[src/rtl/float_divider.sv]
// Sequential floating-point divider (bf16 by default): restoring mantissa division,
// one quotient bit per cycle, round-to-nearest-even, subnormals flushed to zero.
module float_divider #(
  parameter int EXP_BITS  = 8,
  parameter int MANT_BITS = 7
) (
  input  logic                        clock,
  input  logic                        reset,
  input  logic [EXP_BITS+MANT_BITS:0] a,
  input  logic [EXP_BITS+MANT_BITS:0] b,
  input  logic                        start,
  output logic [EXP_BITS+MANT_BITS:0] y,
  output logic                        is_output_valid,
  output logic                        busy
);
  localparam int W  = 1 + EXP_BITS + MANT_BITS;
  localparam int EW = EXP_BITS + 2;
  localparam int QW = MANT_BITS + 3;
  localparam int CW = $clog2(QW) + 1;
  localparam logic signed [EW-1:0] BIAS = EW'((1 << (EXP_BITS-1)) - 1);
  localparam logic signed [EW-1:0] EMAX = EW'((1 << EXP_BITS) - 1);
  localparam logic signed [EW-1:0] ONE  = EW'(1);

  typedef enum logic [2:0] {IDLE, LOAD, DIVIDE, ROUND, DONE} state_t;
  state_t r_state, w_next;

  logic [W-1:0]            r_a, r_b, r_y;
  logic                    r_sign, r_nan, r_inf, r_zero, r_valid, r_busy;
  logic signed [EW-1:0]    r_exp;
  logic [MANT_BITS:0]      r_mb;
  logic [MANT_BITS+1:0]    r_rem;
  logic [QW-1:0]           r_quo;
  logic [CW-1:0]           r_cnt;

  logic [EXP_BITS-1:0]     w_ea, w_eb;
  logic                    w_a_zero, w_b_zero, w_accept, w_ge;
  logic [MANT_BITS+1:0]    w_diff;

  assign w_ea     = r_a[W-2:MANT_BITS];
  assign w_eb     = r_b[W-2:MANT_BITS];
  assign w_a_zero = (w_ea == '0);
  assign w_b_zero = (w_eb == '0);
  assign w_accept = start && (r_state == IDLE || r_state == DONE);
  assign w_ge     = (r_rem >= {1'b0, r_mb});
  assign w_diff   = r_rem - {1'b0, r_mb};

  always_ff @(posedge clock or negedge reset) begin
    if (!reset) r_state <= IDLE;
    else        r_state <= w_next;
  end

  always_comb begin
    w_next = r_state;
    case (r_state)
      IDLE, DONE: if (start) w_next = LOAD;
      LOAD:       w_next = DIVIDE;
      DIVIDE:     if (r_cnt == CW'(QW-1)) w_next = ROUND;
      ROUND:      w_next = DONE;
      default:    w_next = IDLE;
    endcase
  end

  // Normalize, round and resolve specials from the finished quotient.
  logic [MANT_BITS-1:0]  w_mant;
  logic                  w_guard, w_rbit, w_sticky, w_up, w_carry;
  logic [MANT_BITS:0]    w_mant_r;
  logic signed [EW-1:0]  w_e0, w_e1;
  logic [W-1:0]          w_y;

  always_comb begin
    w_sticky = (r_rem != '0);
    if (r_quo[QW-1]) begin
      w_mant  = r_quo[QW-2:2];
      w_guard = r_quo[1];
      w_rbit  = r_quo[0];
      w_e0    = r_exp;
    end else begin
      w_mant  = r_quo[QW-3:1];
      w_guard = r_quo[0];
      w_rbit  = 1'b0;
      w_e0    = r_exp - ONE;
    end
    w_up     = w_guard && (w_rbit || w_sticky || w_mant[0]);
    w_mant_r = {1'b0, w_mant} + (MANT_BITS+1)'(w_up);
    w_carry  = w_mant_r[MANT_BITS];
    w_e1     = w_e0 + (w_carry ? ONE : '0);
    if (r_nan)
      w_y = {1'b0, {EXP_BITS{1'b1}}, 1'b1, {(MANT_BITS-1){1'b0}}};
    else if (r_inf || (!r_zero && w_e1 >= EMAX))
      w_y = {r_sign, {EXP_BITS{1'b1}}, {MANT_BITS{1'b0}}};
    else if (r_zero || w_e1[EW-1] || w_e1 == '0)
      w_y = {r_sign, {(W-1){1'b0}}};
    else
      w_y = {r_sign, w_e1[EXP_BITS-1:0], w_carry ? {MANT_BITS{1'b0}} : w_mant_r[MANT_BITS-1:0]};
  end

  always_ff @(posedge clock or negedge reset) begin
    if (!reset) begin
      r_a <= '0; r_b <= '0; r_y <= '0;
      r_sign <= 1'b0; r_nan <= 1'b0; r_inf <= 1'b0; r_zero <= 1'b0;
      r_valid <= 1'b0; r_busy <= 1'b0;
      r_exp <= '0; r_mb <= '0; r_rem <= '0; r_quo <= '0; r_cnt <= '0;
    end else begin
      if (w_accept) begin
        r_a     <= a;
        r_b     <= b;
        r_valid <= 1'b0;
        r_busy  <= 1'b1;
      end
      case (r_state)
        LOAD: begin
          r_sign <= r_a[W-1] ^ r_b[W-1];
          r_exp  <= $signed({2'b00, w_ea}) - $signed({2'b00, w_eb}) + BIAS;
          r_rem  <= {1'b0, ~w_a_zero, r_a[MANT_BITS-1:0]};
          r_mb   <= {1'b1, r_b[MANT_BITS-1:0]};
          r_nan  <= (&w_ea) || (&w_eb) || (w_a_zero && w_b_zero);
          r_inf  <= w_b_zero;
          r_zero <= w_a_zero;
          r_quo  <= '0;
          r_cnt  <= '0;
        end
        DIVIDE: begin
          r_rem <= (w_ge ? w_diff : r_rem) << 1;
          r_quo <= {r_quo[QW-2:0], w_ge};
          r_cnt <= r_cnt + CW'(1);
        end
        ROUND: begin
          r_y     <= w_y;
          r_valid <= 1'b1;
          r_busy  <= 1'b0;
        end
        default: ;
      endcase
    end
  end

  assign y               = r_y;
  assign is_output_valid = r_valid;
  assign busy            = r_busy;
endmodule
[config.mk]
export PLATFORM = sky130hd
export DESIGN_NAME = float_divider
export DESIGN_NICKNAME = d
export VERILOG_FILES = /design/src/rtl/float_divider.sv
export SDC_FILE = /design/constraint.sdc
export NUM_CORES = 1
export LEC_CHECK = 0
export ABC_AREA = 1
export CAP_MARGIN = 15
export CELL_PAD_IN_SITES_DETAIL_PLACEMENT = 1
export CELL_PAD_IN_SITES_GLOBAL_PLACEMENT = 2
export CORE_AREA = 2 2 133 135
export DETAILED_ROUTE_END_ITERATION = 8
export DIE_AREA = 0 0 135 137
export PLACE_DENSITY = 0.84
export SLEW_MARGIN = 20
export SYNTH_ARGS = -nofsm -noshare
export SYNTH_HDL_FRONTEND = slang
export SYNTH_SLANG_ARGS = --single-unit
[constraint.sdc]
create_clock -name clock -period 3.87 [get_ports clock]
set_clock_uncertainty 0.05 [all_clocks]
set_input_delay 0.387 -clock clock [delete_from_list [all_inputs] [get_ports clock]]
set_output_delay 0.387 -clock clock [all_outputs]
set_load 0.005 [all_outputs]
# Word-level counts from Yosys, hierarchy flattened
# Index checks and enable logic that the tools add are counted.
[word_totals]
wordCells = 77
regBits = 99
inputBits = 35
output_inout_bits = 18
[op_classes]
order_cmp = 2
n_addsub = 7
bitwise = 2
n_mux = 20
reduce_logical = 24
eq_ne = 7
[ops]
columns = ["cell", "n"]
rows = [
  ["2-to-1 mux 15 bit", 2],
  ["one-hot mux 10 bit (2 select lines)", 1],
  ["one-hot mux 9 bit (2 select lines)", 1],
  ["zero test 8 bit", 2],
  ["2-to-1 mux 16 bit", 1],
  ["AND reduction 8 bit", 2],
  ["2-to-1 mux 7 bit", 2],
  ["one-hot mux 3 bit (4 select lines)", 1],
  ["adder 10 x 1 -> 10 bit", 1],
  ["adder 9 x 8 -> 10 bit, second input constant", 1],
  [">= comparator 10 x 9 -> 1 bit, second input constant", 1],
  ["zero test 10 bit", 1],
  ["2-to-1 mux 10 bit", 1],
  ["one-hot mux 5 bit (2 select lines)", 1],
  ["subtractor 10 x 2 -> 10 bit, second input constant", 1],
  [">= comparator 9 x 8 -> 1 bit", 1],
  ["nonzero test 9 bit", 1],
  ["subtractor 8 x 8 -> 9 bit", 1],
  ["adder 7 x 1 -> 8 bit", 1],
  ["logical OR 1 bit", 8],
  ["2-to-1 mux 8 bit", 1],
  ["subtractor 8 bit", 1],
  ["2-to-1 mux 1 bit", 7],
  ["equality test 3 x 2 -> 1 bit, second input constant", 2],
  ["other kinds (14)", 20],
]

# Longest topological paths before layout
# Gate-level depths: netlist of the first run.
[logic_depth]
depth_word = 12
ltp_mapped = 24
mapped_depth_nobuf = 23

# Least setup slack after synthesis of the first run
# No wires, ideal clock.
[synth_path]
kind = "flip-flop to flip-flop"
start = "register r_quo[9]"
end = "register r_y[9] (netlist: y[9])"
required_ns = 3.703
path_stages_with_launch = 19
path_slack_ns = 0.816
setup_ns = 0.117
synth_period_minus_slack_ns = 3.054
n_path_buf = 1
t_arrival_ns = 2.887
path_cell_list = "dfrtp_1 buf_6 o21ai_0 nand4_1 nor4_1 ha_1 ha_1 nand2_1 nand3b_1 nor2_1 nand2_1 nand2_1 nand2_1 nor2_1 nand2_1 nand2_4 nor2_1 o21ai_1 inv_1"
[synth_via]
elab_chain_len = 12
elab_cells_between_ends = 19
classes_between = "add/sub (2); order compare (1); mux (8); reduce/logical (8)"
[synth_rtl]
columns = ["element", "line_no", "rtl"]
rows = [
  ["from (decl)", "32", "logic [QW-1:0] r_quo;"],
  ["from (signal assigned)", "124", "r_quo <= {r_quo[QW-2:0], w_ge};"],
  ["2-to-1 mux 1 bit", "72", "if (r_quo[QW-1]) begin"],
  ["logical OR 1 bit (2 in a row)", "83", "w_up = w_guard && (w_rbit || w_sticky || w_mant[0]);"],
  ["logical AND 1 bit", "83", ""],
  ["adder 7 x 1 -> 8 bit", "84", "w_mant_r = {1'b0, w_mant} + (MANT_BITS+1)'(w_up);"],
  ["2-to-1 mux 1 bit", "86", "w_e1 = w_e0 + (w_carry ? ONE : '0);"],
  ["adder 10 x 1 -> 10 bit *", "86", ""],
  [">= comparator 10 x 9 -> 1 bit (tied with other cells)", "89", "else if (r_inf || (!r_zero && w_e1 >= EMAX))"],
  ["logical AND 1 bit or logical OR 1 bit (tied branches)", "89, 91", ""],
  ["logical OR 1 bit or 2-to-1 mux 15 bit (tied branches)", "89, 91", ""],
  ["2-to-1 mux 15 bit *", "89", ""],
  ["2-to-1 mux 16 bit *", "87", "if (r_nan)"],
  ["to (signal assigned)", "128", "r_y <= w_y;"],
  ["to (decl)", "27", "logic [W-1:0] r_a, r_b, r_y;"],
]
# Mark *: on every way between the ends. The rest lies on a longest branch, timed or not.
# A chain may end at the register's enable or synchronous reset.

# Worst setup path after layout of the first run
[layout_path]
start = "register r_quo[9]"
end = "register r_y[12] (netlist: y[12])"
# The elaborated chain is that of the path after synthesis.

==> impl_metrics.yaml, run 1 <==
power_and_ir_drop:
  p_seq_share_pct: 29.1
  internal_power_w: 0.00334
  pwr-share-comb_pct: 54.0
  p_per_area_nw_per_um2: 915
  clkPwrFrac_pct: 16.9
  switchingPower_w: 0.00291
  vdd_ir_drop_max_uv: 266
  leakage_nw: 3.17
  swShare_pct: 46.6
cts:
  root_buffer: "clkbuf_16"
  ctsHoldBuffers: 0
  path_clk_slew_ns: 0.07
  clk_latency_ns: 0.35
  clockBufferDepth: 2
  h-tree-depth: 3
  post_cts_buffers: 0
  cts_tree: "built"
  clock-sinks: 99
  cts_buffers: 9
  post_cts_resized: 0
timing:
  period_needed_ns: 3.37
  relSlewSlack_pct: 38.3
  setup-violations-final: 0
  finalWorstSetupSlack_ns: 0.498
  finalCritPeriodShare_pct: 87.1
  rsz0062_at_grt: "false"
  fmax_mhz: 297
  finalHoldViolCount: 0
  tightestPinTransition_ns: 0.925
  fin_tns_setup_ns: 0
  finalMaxSlewViolations: 0
cells_and_area:
  layout-drive-gt1-share_pct: 8.24
  nets: 844
  multi_input_area_um2: 2780
  nFillCells: 2114
  antennaDiodeCount: 0
  area_growth_pct: 20.1
  seq_area_um2: 2480
synthesis:
  syn_nets: 791
  synth_area_per_cell_um2: 7.77
  yosys-top-cells-count: "nand2_1 (205), dfrtp_1 (99), inv_1 (84)"
  ys_seq_area_share_pct: 43.6
  synth_seq_cells: 99
  yosysTopAreaCellShare_pct: 43.6
  synth.largest_area_cell: "dfrtp_1"
  synth_cell_types: 44
  synth_area_leaders: "dfrtp_1 (44%), nand2_1 (14%), inv_1 (5.5%)"
  synth_edf_count: 0
  syn_area_um2: 5680
  synth_ff_type: "dfrtp_1"
  ys_async_sr_fraction_pct: 100
  ys_warn_count: 0
  syn_inst: 731
  yosysMostFrequentCell: "nand2_1"
global_routing:
  grt_pass1_vias: 5268
  antenna_found_initial: 0
  grt_pass1_wl_um: 25500
  overflow: 0
  grt_max_degree: 72
  grt_use_total_pct: 17.2
floorplan:
  dieHeight_um: 137
  die-area_um2: 18500
  dieWidth_um: 135
  num_io_pins: 53
  fp-row-count: 48
  start_util_pct: 33.3
  core_um2: 17100
flow_run:
  cap_violations: 0
critical_path:
  start_kind: "register"
  worstPathArrival_ns: 3.57
  path_max_fanout: 23
  reg2reg_from: "r_quo[9]"
  worstSetupPathType: "register to register"
  crit_path_start: "r_quo[9]"
  end_kind: "register"
  worstPathRequired_ns: 4.06
route:
  drc: 0
  vias: 4902
  wl_per_cell_um: 14.6
  wl_um: 14800
  drtPass1Iterations: 4
  first_iter_violations: 187
  route.antenna.remaining_nets: 0
  post_drt_via_cell_ratio: 4.83
status:
  status: "complete, no violations"
placed_design:
  io_buffers: 52
  dpl.hpwl_um: 11200
  place_congestion: 0.822
  dp_worst_setup_slack_ns: 0.184
worst_hold_path:
  hold_class: "primary input to async pin"
[cells in the final DEF (no fill, tap or decap), types with 3 or more instances in the layout]
master,count
nor4_1,5
clkinv_1,3
o22ai_1,12
a21oi_2,6
xor2_1,16
o21ai_1,6
inv_1,83
nor2_1,59
dfrtp_1,98
nand3b_1,3
inv_2,3
nor2_4,3
bufinv_16,3
o21ai_2,3
xnor2_1,5
nand2_2,11
nand2_1,205
ha_1,23
nand3_1,24
clkbuf_16,9
nand4_1,12
clkdlybuf4s50_1,51
o211ai_1,4
a21oi_1,33
nor3_1,9
buf_4,9
o21ai_0,61
[routing by layer]
layer	vias up	global-route usage (%)	wire length (um)	part of all wire (%)
li1	2476	-	-	-
met1	2348	21.8	7050	48
met2	65	30.6	7190	49
met3	13	2.26	367	2.5
met4	0	4.98	196	1.3
met5	-	0	0	0
[state kept, by name, indices dropped and copies added (netlist names)]
name and count:
is_output_valid 1, r_zero 1, y 16, r_sign 1, r_cnt 5, r_mb 8
r_state 3, r_a 16, r_nan 1, r_exp 10, r_b 16, r_inf 1
busy 1, r_quo 10, r_rem 9
[logic make-up (layout without fill, tap and decap cells)]
kind of cell | after synthesis | count (layout) | share of synthesized area (%)
buf+inv | 109 | 167 | 7.64
flops | 99 | 99 | 43.6
fa+ha+maj | 25 | 25 | 5.77
simple gates | 343 | 343 | 26.5
xor+xnor | 21 | 21 | 3.24
compound gates | 134 | 134 | 13.3
[worst max-delay path, cell delays in order (launching register included)]
cell and delay [ns]:
dfrtp_2 0.54, o21ai_0 0.28, nand2_1 0.08, inv_1 0.11, nand4_1 0.16, nor4_2 0.28, ha_1 0.27, ha_1 0.21
nand2_1 0.10, nand3b_1 0.19, nor2_1 0.18, nand2_1 0.08, nand2_1 0.06, nand2_1 0.07, nor2_1 0.11, nand2_1 0.14
nand2_4 0.13, nor2_1 0.05, o21ai_1 0.11, inv_1 0.05
[power groups by stage]
stage	clock network [W]	registers [W]	logic [W]
3_3_place_gp	0	0.00181	0.00323
2_1_floorplan	0	0.00173	0.00247
4_1_cts	0.00109	0.00182	0.00342
3_5_place_dp	0	0.00183	0.00338
6_report	0.00105	0.00182	0.00337
5_1_grt	0.00112	0.00189	0.00389
[path summary, 6_finish.rpt]
| path | to | slack, ns | cells after the start |
|---|---|---|---|
| worst max-delay path | y[12] | 0.50 | 19 |
| worst min-delay path | busy | 0.11 | 1 |
| worst max register to register | y[12] | 0.50 | 19 |
| worst min register to register | r_mb[7] | 0.41 | 2 |
| max in group asynchronous | r_a[6] | 2.71 | 2 |
| min in group clock | r_mb[7] | 0.41 | 2 |
[stage by stage]
step	instances	instance area (um^2)	hold WS, ns	util [%]	power, W
2_1_floorplan	731	5680	0.0414	-	0.00420
3_3_place_gp	998	6460	0.400	37.9	0.00503
3_5_place_dp	998	6460	0.405	37.9	0.00521
4_1_cts	1014	6820	0.149	40.0	0.00632
5_1_grt	1014	6820	0.190	40.0	0.00690
6_report	1014	6820	0.112	40.0	0.00624
[area by class of cell]
cell class              count  share of cell area, %
multi-input cells         523                   40.8
flip-flops and latches     99                   36.3
repair buffers             60                   8.47
inverters                  91                   5.15
well taps                 225                   4.13
clock buffers               9                   3.30
clock inverters             7                   1.83
Note: power is estimated with default switching activity, not from simulation.
==> run 2, diff against run 1 <==
==> constraint.sdc (replaced) <==
create_clock -name clock -period 3.21 [get_ports clock]
set_clock_uncertainty 0.05 [all_clocks]
set_input_delay 0.321 -clock clock [delete_from_list [all_inputs] [get_ports clock]]
set_output_delay 0.321 -clock clock [all_outputs]
set_load 0.005 [all_outputs]
==> run 2 against run 1 <==
Effect of this change: sequential share of layout area is 1.1 points lower; combinational power up 25%; maximum frequency rose by 5.9%; cell count increased by 1.9%; register-to-register slack worse by 0.47 ns.
==> impl_metrics.yaml, run 2 (synthesis results as in run 1) <==
status:
  status: "complete, no violations"
floorplan:
  start_util_pct: 33.3
  fp-row-count: 48
  dieWidth_um: 135
  core_um2: 17100
  die-area_um2: 18500
  num_io_pins: 53
  dieHeight_um: 137
cells_and_area:
  nets: 864
  fin_util_pct: 41.3
  antennaDiodeCount: 0
  layout-drive-gt1-share_pct: 12.7
  multi_input_area_um2: 2870
  area_growth_pct: 23.9
  final_common_cell: "nand2_1"
  seq_area_um2: 2480
  nFillCells: 2081
  mostFrequentLayoutCells: "nand2_1 (198), dfrtp_1 (98), inv_1 (81)"
worst_hold_path:
  hold_class: "primary input to async pin"
timing:
  period_needed_ns: 3.18
  finalCritPeriodShare_pct: 99.2
  fin_tns_setup_ns: 0
  rsz0062_at_grt: "true"
  relSlewSlack_pct: 40.4
  tightestPinTransition_ns: 0.894
  timing.hold.ws_ns: 0.0515
  finalWorstSetupSlack_ns: 0.0254
  finalHoldViolCount: 0
  fmax_mhz: 314
  setup-violations-final: 0
  finalMaxSlewViolations: 0
route:
  first_iter_violations: 178
  post_drt_via_cell_ratio: 4.89
  wl_um: 14900
  wl_per_cell_um: 14.4
  route.antenna.remaining_nets: 0
  drc: 0
  vias: 5049
  drtPass1Iterations: 4
cts:
  clockBufferDepth: 2
  clk_latency_ns: 0.35
  cts_tree: "built"
  cts_buffers: 9
  ctsHoldBuffers: 0
  path_clk_slew_ns: 0.07
  clock-sinks: 99
  root_buffer: "clkbuf_16"
  h-tree-depth: 3
global_routing:
  overflow: 0
  grt_max_degree: 69
  antenna_found_initial: 0
  grt_use_total_pct: 16.8
  grt_pass1_vias: 5192
  grt_pass1_wl_um: 24900
critical_path:
  end_kind: "register"
  path_max_fanout: 5
  r2r-end: "y[9]"
  reg2reg_from: "r_quo[9]"
  reg2reg_depth: 20
  worstSetupPathType: "register to register"
  worstPathArrival_ns: 3.38
  start_kind: "register"
  worstPathRequired_ns: 3.41
  crit_path_start: "r_quo[9]"
  rrSetupSlack_ns: 0.03
power_and_ir_drop:
  internal_power_w: 0.00400
  swShare_pct: 46.8
  switchingPower_w: 0.00352
  vdd_ir_drop_max_uv: 417
  clkPwrFrac_pct: 15.0
  pwr-share-comb_pct: 55.9
  leakage_nw: 3.30
  p_per_area_nw_per_um2: 1070
  p_seq_share_pct: 29.1
placed_design:
  dp_worst_setup_slack_ns: -0.0488
  dpl.hpwl_um: 11100
  io_buffers: 52
  place_congestion: 0.809
flow_run:
  cap_violations: 0
[run 2: critical path, cell delays in order, from the launching register on]
cell and delay, ns:
dfrtp_2 0.45, buf_6 0.14, nand2_1 0.06, o21ai_0 0.10, inv_1 0.12, nand4_1 0.21
nor4_4 0.29, ha_2 0.28, ha_4 0.17, nand2_2 0.08, nand3b_1 0.22, nor2_2 0.14
nand2_1 0.07, nand2_1 0.08, nand2_2 0.06, nor2_2 0.09, nand2_2 0.10, nand2_4 0.11
nor2_1 0.07, o21ai_2 0.13, inv_1 0.05
[run 2: final cells by class]
cell class | count | area share (%)
flip-flops and latches | 99 | 35.2
inverters | 91 | 5.07
multi-input cells | 523 | 40.8
clock buffers | 11 | 3.59
well taps | 225 | 4.00
clock inverters | 4 | 0.693
repair buffers | 80 | 10.6
[run 2: what timing repair did]
item / 4_1_cts / 5_1_grt
setup buffers: 0 / 13
endpoints found under the setup margin: 14 / 15
resized for setup: 1 / 36
pin swaps: 0 / 20
[run 2: how the worst max path moves through the flow]
stage | endpoint | depth (start not counted)
finish | y[9] | 20
global route | y[12] | 20
CTS | y[9] | 19
detailed placement | y[9] | 19
global placement | y[9] | 19
floorplan | y[9] | 18
[run 2: power groups by stage]
stage / Combinational, W / Sequential (W) / Clock, W
floorplan: 0.00298 / 0.00209 / 0
global placement: 0.00391 / 0.00218 / 0
detailed placement: 0.00408 / 0.00221 / 0
CTS: 0.00412 / 0.00219 / 0.00116
global route: 0.00484 / 0.00226 / 0.00120
finish: 0.00420 / 0.00219 / 0.00113
[run 2: through the flow]
stage | instances | total power [W] | instance area (um^2)
global route | 1033 | 0.00831 | 7040
finish | 1033 | 0.00752 | 7040
global placement | 1005 | 0.00609 | 6530
detailed placement | 1005 | 0.00629 | 6530
CTS | 1020 | 0.00746 | 6840
floorplan | 731 | 0.00507 | 5680
[run 2: routing by layer]
metal | up-vias | share of wire (%) | GRT usage (%)
li1 | 2514 | - | -
met1 | 2443 | 46 | 21.5
met2 | 76 | 49 | 29.5
met3 | 16 | 3.0 | 2.48
met4 | 0 | 1.5 | 5.27
met5 | - | 0 | 0
==> run 3, diff against run 2 <==
--- a/config.mk
+++ b/config.mk
@@ -13,7 +13,7 @@
 export DETAILED_ROUTE_END_ITERATION = 8
 export DIE_AREA = 0 0 135 137
 export PLACE_DENSITY = 0.84
-export SLEW_MARGIN = 20
+export SLEW_MARGIN = 25
 export SYNTH_ARGS = -nofsm -noshare
 export SYNTH_HDL_FRONTEND = slang
 export SYNTH_SLANG_ARGS = --single-unit
==> results of run 3 <==
No change in the layout: final DEF, timing and power equal those of run 2.
